## src/rtl/seq_pkg.sv

```systemverilog
// Shared definitions for the microsequencer datapath: default widths and the
// command encodings that the instruction decoder drives onto the control fields.
package seq_pkg;

  localparam int DEF_ADDR_W      = 12;
  localparam int DEF_STACK_DEPTH = 5;

  typedef enum logic [1:0] {
    STK_HOLD  = 2'b00,
    STK_PUSH  = 2'b01,
    STK_POP   = 2'b10,
    STK_RESET = 2'b11
  } stack_op_e;

  typedef enum logic [1:0] {
    RC_HOLD = 2'b00,
    RC_LOAD = 2'b01,
    RC_DEC  = 2'b10,
    RC_RSVD = 2'b11
  } rc_op_e;

  typedef enum logic [1:0] {
    Y_UPC = 2'b00,
    Y_D   = 2'b01,
    Y_R   = 2'b10,
    Y_F   = 2'b11
  } y_sel_e;

endpackage

```

## src/rtl/seq_stack.sv

```systemverilog
// Subroutine return stack: storage, pointer, top-of-stack read and full flag.
// Pushing into a full stack overwrites the top entry instead of growing.
module seq_stack
  import seq_pkg::*;
#(
  parameter int ADDR_W      = DEF_ADDR_W,
  parameter int STACK_DEPTH = DEF_STACK_DEPTH
) (
  input  logic              clk,
  input  logic              rst,
  input  logic [1:0]        stack_op,
  input  logic [ADDR_W-1:0] push_data,
  output logic [ADDR_W-1:0] tos,
  output logic              full_n
);

  localparam int              SP_W    = $clog2(STACK_DEPTH + 1);
  localparam logic [SP_W-1:0] SP_FULL = SP_W'(STACK_DEPTH);
  localparam logic [SP_W-1:0] SP_ONE  = SP_W'(1);

  logic [ADDR_W-1:0] mem [STACK_DEPTH];
  logic [SP_W-1:0]   sp;
  logic [SP_W-1:0]   wr_idx;
  logic [SP_W-1:0]   rd_idx;

  assign wr_idx = (sp == SP_FULL) ? (SP_FULL - SP_ONE) : sp;
  assign rd_idx = sp - SP_ONE;
  assign tos    = (sp == '0) ? '0 : mem[rd_idx];
  assign full_n = (sp != SP_FULL);

  always_ff @(posedge clk) begin
    if (rst) begin
      sp <= '0;
    end else begin
      case (stack_op)
        STK_PUSH:  if (sp != SP_FULL) sp <= sp + SP_ONE;
        STK_POP:   if (sp != '0) sp <= sp - SP_ONE;
        STK_RESET: sp <= '0;
        default:   sp <= sp;
      endcase
    end
  end

  // Entries are data only: never cleared, written only on a non-reset push.
  always_ff @(posedge clk) begin
    if (!rst && stack_op == STK_PUSH) begin
      mem[wr_idx] <= push_data;
    end
  end

endmodule

```

## src/rtl/seq_datapath.sv

```systemverilog
// Microsequencer address datapath: uPC, loop counter R/C and the Y source mux,
// with the return stack in seq_stack. Y is purely combinational.
module seq_datapath
  import seq_pkg::*;
#(
  parameter int ADDR_W      = DEF_ADDR_W,
  parameter int STACK_DEPTH = DEF_STACK_DEPTH
) (
  input  logic              clk,
  input  logic              rst,
  input  logic [ADDR_W-1:0] d,
  input  logic [1:0]        stack_op,
  input  logic [1:0]        rc_op,
  input  logic [1:0]        y_mux_sel,
  input  logic              y_zero,
  input  logic              ci,
  input  logic              rld_n,
  output logic [ADDR_W-1:0] y,
  output logic              rc_is_zero,
  output logic              full_n
);

  logic [ADDR_W-1:0] upc;
  logic [ADDR_W-1:0] rc;
  logic [ADDR_W-1:0] tos;

  function automatic logic [ADDR_W-1:0] wrap_inc(input logic [ADDR_W-1:0] a,
                                                 input logic c);
    return a + {{(ADDR_W-1){1'b0}}, c};
  endfunction

  function automatic logic [ADDR_W-1:0] wrap_dec(input logic [ADDR_W-1:0] a);
    return a - {{(ADDR_W-1){1'b0}}, 1'b1};
  endfunction

  always_comb begin
    y = '0;
    if (!y_zero) begin
      case (y_mux_sel)
        Y_UPC:   y = upc;
        Y_D:     y = d;
        Y_R:     y = rc;
        default: y = tos;
      endcase
    end
  end

  assign rc_is_zero = (rc == '0);

  always_ff @(posedge clk) begin
    if (rst) upc <= '0;
    else     upc <= wrap_inc(y, ci);
  end

  // Forced load via rld_n outranks any counter command.
  always_ff @(posedge clk) begin
    if (rst) begin
      rc <= '0;
    end else if (!rld_n) begin
      rc <= d;
    end else begin
      case (rc_op)
        RC_LOAD: rc <= d;
        RC_DEC:  rc <= wrap_dec(rc);
        default: rc <= rc;
      endcase
    end
  end

  seq_stack #(
    .ADDR_W      (ADDR_W),
    .STACK_DEPTH (STACK_DEPTH)
  ) u_stack (
    .clk       (clk),
    .rst       (rst),
    .stack_op  (stack_op),
    .push_data (upc),
    .tos       (tos),
    .full_n    (full_n)
  );

endmodule

```

## config.mk

```make
export PLATFORM = sky130hd
export DESIGN_NAME = seq_datapath
export DESIGN_NICKNAME = d
export VERILOG_FILES = /design/src/rtl/seq_pkg.sv /design/src/rtl/seq_stack.sv /design/src/rtl/seq_datapath.sv
export SDC_FILE = /design/constraint.sdc
export NUM_CORES = 1
export LEC_CHECK = 0
export ABC_CLOCK_PERIOD_IN_PS = 3070
export BUFFER_PORTS_ARGS = -buffer_cell sky130_fd_sc_hd__buf_2
export CAP_MARGIN = 25
export CORE_MARGIN = 3
export CORE_UTILIZATION = 50
export CTS_CLUSTER_DIAMETER = 80
export CTS_CLUSTER_SIZE = 40
export DETAILED_ROUTE_END_ITERATION = 7
export GPL_TIMING_DRIVEN = 0
export HOLD_SLACK_MARGIN = 0.1
export PLACE_DENSITY = 0.71
export SLEW_MARGIN = 0
export SYNTH_ARGS = -nofsm -noshare
export SYNTH_HDL_FRONTEND = slang
export SYNTH_SLANG_ARGS = --single-unit
```

## constraint.sdc

```tcl
create_clock -name clk -period 3.07 [get_ports clk]
set_input_delay 0 -clock clk [delete_from_list [all_inputs] [get_ports clk]]
set_output_delay 0 -clock clk [all_outputs]
set_load 0.01 [all_outputs]
```

Word level (Yosys, flattened, before mapping)

Memories as Yosys holds them, arrays and structs flattened.
Cells that the tools add are included.

Register bits after elaboration: 27
Memories kept: 1
Latch bits: 0
Output and inout bits: 14
Input bits: 23
Word-level logic and storage cells: 39
Bits in read-only memories: 0
Memory bits (writable): 60

Memory list:

| name        | words | bits a word | read ports | clocked after memory_dff | wr ports | RTL line        | RTL |
|---|---|---|---|---|---|---|---|
| u_stack.mem | 5     | 12          | 1          | 0                        | 1        | seq_stack.sv:21 | `logic [ADDR_W-1:0] mem [STACK_DEPTH];` |

Bitwise logic cells: 0
Add/sub/neg operators: 4
Reduce and logical (&&, ||, !) cells: 8
Muxes and demuxes: 11
Multipliers: 0
Shift-type cells: 0
Divide/modulo/power cells: 0
Eq/ne operators: 12
Magnitude comparators: 0

Operators with widths:

| kind                                                                    | number |
|---|---|
| 12-bit two-way mux                                                      | 3 |
| 12-bit one-hot mux with 3 select lines                                  | 1 |
| 12-bit one-hot mux with 2 select lines                                  | 1 |
| 12-bit by 1-bit adder with 12-bit output                                | 1 |
| 12-bit zero test                                                        | 1 |
| 12-bit by 1-bit subtractor with 12-bit output, second input constant    | 1 |
| 3-bit two-way mux                                                       | 3 |
| 3-bit one-hot mux with 3 select lines                                   | 1 |
| 2-bit == test, second input constant                                    | 4 |
| 2-bit by 1-bit == test with 1-bit output, second input constant         | 3 |
| 3-bit nonzero test                                                      | 2 |
| 3-bit by 1-bit adder with 3-bit output, second input constant           | 1 |
| 3-bit == test, second input constant                                    | 1 |
| 3-bit zero test                                                         | 1 |
| 3-bit by 1-bit inequality test with 1-bit output, second input constant | 1 |
| 3-bit inequality test, second input constant                            | 1 |
| 3-bit AND reduction                                                     | 1 |
| 3-bit by 1-bit subtractor with 3-bit output, second input constant      | 1 |
| 2-bit zero test                                                         | 1 |
| 1-bit two-way mux                                                       | 2 |
| 2-bit by 1-bit inequality test with 1-bit output, second input constant | 1 |
| 2-bit inequality test, second input constant                            | 1 |
| 1-bit logical AND                                                       | 1 |
| 1-bit zero test                                                         | 1 |

Depth between registers and ports, before layout

An unclocked memory read counts as a cell.

Depth in word-level cells: 6
Depth in mapped cells: 17
Gate-level depth less buffers: 14

Modules after synthesis

From an unflattened synthesis, not the netlist that was laid out.

Cell total of the unflattened synthesis: 364
Area, all modules: 4428.0 um^2

By module, submodules not included:

| module       | cells an instance | sequential area each (um^2) | area each (um^2) | instances |
|---|---|---|---|---|
| seq_stack    | 171               | 1861.8                      | 2701.3           | 1 |
| seq_datapath | 193               | 480.5                       | 1726.7           | 1 |

Least setup slack after synthesis

No wires, ideal clock.

Kind: register to register
Start: register u_stack.sp[0]
End: register upc[11]
Period minus slack after synthesis: 3574 ps
Setup time: 70 ps
Cell stages (with the launch flop): 16
Required time: 3000 ps
Buffers on the path: 3
Arrival time: 3503 ps
Slack: -504 ps
Path through: dfxtp_1 buf_6 clkbuf_8 inv_1 ha_1 buf_4 mux4_2 o21ai_0 nand4_1 o21ai_0 a211oi_1 ha_1 nor4b_1 nand2_1 or4_1 a21oi_1

Longest elaborated chain between the ends: 6
Elaborated cells on any way between the ends: 7
Those cells by class: 2 x add/sub; 3 x mux; 1 x reduce/logical; 1 x memory

RTL lines:

| element                                     | RTL line           | RTL |
|---|---|---|
| from (decl)                                 | seq_stack.sv:22    | `logic [SP_W-1:0] sp;` |
| from (signal assigned)                      | seq_stack.sv:36    | `STK_PUSH: if (sp != SP_FULL) sp <= sp + SP_ONE;` |
| from (signal assigned)                      | seq_stack.sv:37    | `STK_POP: if (sp != '0) sp <= sp - SP_ONE;` |
| from (signal assigned)                      | seq_stack.sv:39    | `default: sp <= sp;` |
| 3-bit by 1-bit subtractor with 3-bit output | seq_stack.sv:27    | `assign rd_idx = sp - SP_ONE;` |
| memory 5 x 12 bit                           | --                 |  |
| 12-bit two-way mux *                        | seq_stack.sv:28    | `assign tos = (sp == '0) ? '0 : mem[rd_idx];` |
| 12-bit one-hot mux with 3 select lines *    | seq_datapath.sv:39 | `case (y_mux_sel)` |
| 12-bit two-way mux *                        | seq_datapath.sv:38 | `if (!y_zero) begin` |
| net y[0]                                    | seq_datapath.sv:18 | `output logic [ADDR_W-1:0] y,` |
| 12-bit by 1-bit adder with 12-bit output *  | seq_datapath.sv:29 | `return a + {{(ADDR_W-1){1'b0}}, c};` |
| to (signal assigned)                        | seq_datapath.sv:52 | `else upc <= wrap_inc(y, ci);` |
| to (decl)                                   | seq_datapath.sv:23 | `logic [ADDR_W-1:0] upc;` |

The timed path passes the listed nets; every way through them passes the cells marked *.
A chain may end at the register's enable or synchronous reset.

Final worst setup path

Start: register u_stack.sp[1]
End: register upc[11]

Longest elaborated chain between the ends: 6
Elaborated cells on any way between the ends: 7
Those cells by class: 2 x add/sub; 3 x mux; 1 x reduce/logical; 1 x memory

RTL lines:

| element                                     | RTL line |
|---|---|
| 3-bit by 1-bit subtractor with 3-bit output | seq_stack.sv:27 |
| memory 5 x 12 bit                           | -- |
| 12-bit two-way mux *                        | seq_stack.sv:28 |
| 12-bit one-hot mux with 3 select lines *    | seq_datapath.sv:39 |
| 12-bit two-way mux *                        | seq_datapath.sv:38 |
| 12-bit by 1-bit adder with 12-bit output *  | seq_datapath.sv:29 |

Mark *: on every way between the ends. The rest lies on a longest branch, timed or not.

==> impl_metrics.json <==
{
  "clockBufferDepth": 2,
  "max_freq_mhz": 348,
  "vias": 3329,
  "grt_max_degree": 19,
  "drt_iter0_drc": 293,
  "netlist_area_mm2": 0.00434,
  "n_antenna_cell": 0,
  "synth_ff_type": "edfxtp_1",
  "synth_compound_area_share_pct": 15.8,
  "endpoint_kind": "flop",
  "critPathKind": "flop to flop",
  "leakagePower_nw": 1.88,
  "rsz0062_at_grt": "false",
  "crit_arrival_ns": 3.17,
  "yosys_warnings": 0,
  "synth_xor_area_share_pct": 1.21,
  "cts.sinks": 87,
  "fin_ws_ns": 0.197,
  "cp_max_fo": 6,
  "ioPinCount": 37,
  "synthTopCellsByArea": "edfxtp_1 42%, dfxtp_1 12%, mux4_2 3.6%, o21ai_0 3.5%, mux4_1 3.0%",
  "dieWidth_um": 99.2,
  "synth_cell_type_count": 56,
  "dpl.hpwl_mm": 7.68,
  "cts_inserted_buffers": 9,
  "overflow": 0,
  "grt_pass1_wl_mm": 16.9,
  "slowest_stage": "dfxtp_1",
  "portBuffers": 33,
  "synth_edf_count": 60,
  "clock_latency_ns": 0.37,
  "synth_most_common_cell": "edfxtp_1",
  "drc": 0,
  "start_kind": "flop",
  "layout.nets": 474,
  "drt-pass1-iter-count": 4,
  "drt-wirelength-per-cell_um": 19.4,
  "ys_async_sr_fraction_pct": 0,
  "rows": 33,
  "tightest_slew_ns": 0.857,
  "gp_congestion": 0.908,
  "grt_pass1_vias": 3181,
  "synthAdderAreaFrac_pct": 2.31,
  "swShare_pct": 30.7,
  "track_usage_pct": 22.8,
  "antenna_found_initial": 0,
  "routed_wl_mm": 10.7,
  "vias_per_cell": 6.02,
  "muxShareOfSynthArea_pct": 9.95,
  "synth_fp_nets": 397,
  "synth_common_cells": "60 x edfxtp_1, 30 x o21ai_0, 29 x nor2_1",
  "clkSlewWorstSetupHoldPaths_ns": 0.10,
  "h-tree-depth": 3,
  "synth_top_area_cell": "edfxtp_1",
  "hp-class": "primary input to flop",
  "synth-simple-area-share_pct": 12.7,
  "cpPeakStageDelay_ns": 0.45,
  "hold_viol_final": 0,
  "combPwrFrac_pct": 22.3,
  "avgSynthCellArea_um2": 11.9,
  "crit_path_cell_trace": "inv_2, ha_4, mux4_2, o21ai_1, nand4_1, o21ai_1, a211oi_2, ha_2, nor4b_4, buf_4, nand2_4, or4_1, a21oi_1",
  "fp.dieH_um": 99.2,
  "synthCells": 366,
  "slew_headroom_pct": 42.4,
  "power_frac_clock_pct": 28.5,
  "initial_utilization_pct": 52.0,
  "syn2layout_area_growth_pct": 21.8,
  "power.internal_mw": 1.89,
  "ys_seq_elements": 87,
  "yosysSeqAreaShare_pct": 54.0,
  "setup_violations": 0,
  "die_area_mm2": 0.00983,
  "cap_violations": 0,
  "cts_tree": "yes",
  "drv_slew": 0,
  "cp_common_cell": "o21ai_1",
  "rrSetupSlack_ns": 0.20,
  "core_mm2": 0.00834,
  "vdd_ir_drop_max_mv": 0.307,
  "final_util_pct": 63.4,
  "dp_slack_ns": -0.388,
  "power.density_mw_per_mm2": 517,
  "power_frac_seq_pct": 49.2,
  "status": "finished clean",
  "antenna_left": 0,
  "critPathRequiredTime_ns": 3.37,
  "synth_top_cell_area_share_pct": 41.5,
  "cts_root_buf": "clkbuf_8",
  "switchingPower_mw": 0.841,
  "fin_crit_ns": 2.87,
  "synth_top_family_by_area": "compound AO/OA/AOI/OAI gates",
  "drive_above_1_share_pct": 26.6,
  "finalCritPeriodShare_pct": 93.6,
  "finalClockSkew_ns": 0.0170
}
==> layer usage <==
| layer | vias up | global-route usage, % | share of wire, % |
|---|---|---|---|
| met1 | 1604 | 34.8 | 47 |
| met2 | 118 | 32.1 | 45 |
| li1 | 1589 | - | - |
| met5 | - | 0 | 0 |
| met3 | 18 | 5.54 | 6.3 |
| met4 | 0 | 7.04 | 1.8 |
==> state kept, by name (all words and copies together), names as in the netlist <==
name / cells
u_stack.mem: 60
rc: 12
u_stack.sp: 3
upc: 12
==> area by class of cell <==
type                       instances  area (um^2)
clock buffer                       9          124
clock inverter                     7         71.3
buffer                            17          114
timing repair buffer              69          490
fill                             650         3050
inverter                          14         57.6
tap                              105          131
multi-input combinational        245         1950
sequential                        87         2340
==> critical path: cells and delay by family (launching register included) <==
kind,cells,cell delay [ns]
muxes,1,0.24
and+or+nand+nor,4,0.77
buffers and inverters,2,0.34
AOI/OAI and AO/OA,4,0.53
DFF,1,0.45
adders and majority gates,2,0.50
==> metrics by stage <==
step / total power [mW] / TNS [ns] / cells / hold WS (ns) / area [um^2]
CTS: 2.72 / 0 / 550 / 0.117 / 5230
finish: 2.74 / 0 / 553 / 0.129 / 5290
floorplan: 1.74 / 0 / 366 / 0.0330 / 4400
global route: 2.87 / 0 / 553 / 0.148 / 5290
detailed placement: 1.90 / -1.87 / 508 / 0.278 / 4740
global placement: 1.89 / -1.61 / 504 / 0.271 / 4700
==> path summary, 6_finish.rpt <==
path                                            startpoint             endpoint  depth (start not counted)
worst max-delay path            u_stack.sp[1]$_SDFFE_PP0P_   upc[11]$_SDFF_PP0_                         13
worst min-delay path                                 rld_n   rc[5]$_SDFFE_PP0P_                          2
worst max register to register  u_stack.sp[1]$_SDFFE_PP0P_   upc[11]$_SDFF_PP0_                         13
worst min register to register         rc[10]$_SDFFE_PP0P_  rc[10]$_SDFFE_PP0P_                          2
==> timing repair <==
action,CTS,global route
hold endpoints to repair,17,0
hold buffers,19,0
endpoints found under the setup margin,9,7
resized for setup,15,10
setup buffers,8,4
pin swaps,3,6
==> cells by family after synthesis <==
group / count (synthesis)
DFF: 87
muxes: 25
AOI/OAI and AO/OA: 100
and+or+nand+nor: 106
adders and majority gates: 8
xor gates and xnor gates: 6
buffers and inverters: 34
==> power by group through the flow <==
stage	combinational, mW	sequential [mW]	clock (mW)
floorplan	0.389	1.35	0
global placement	0.518	1.37	0
detailed placement	0.527	1.37	0
CTS	0.586	1.35	0.792
global route	0.666	1.35	0.849
finish	0.610	1.35	0.780
==> cells in the final DEF, fill, tap and decap left out, drive strengths merged, types with 5 or more instances in the layout <==
cell type / count
nor2b: 6
dfxtp: 27
edfxtp: 60
nand2: 23
o21ai: 31
inv: 19
nor2: 29
buf: 58
mux2: 10
ha: 8
nand2b: 5
nand3: 11
o221ai: 12
a211oi: 9
a21oi: 13
a31oi: 11
nor3: 6
mux4: 12
nand4: 7
clkbuf: 18
dlygate4sd3: 19
(Power assumes the default switching activity.)
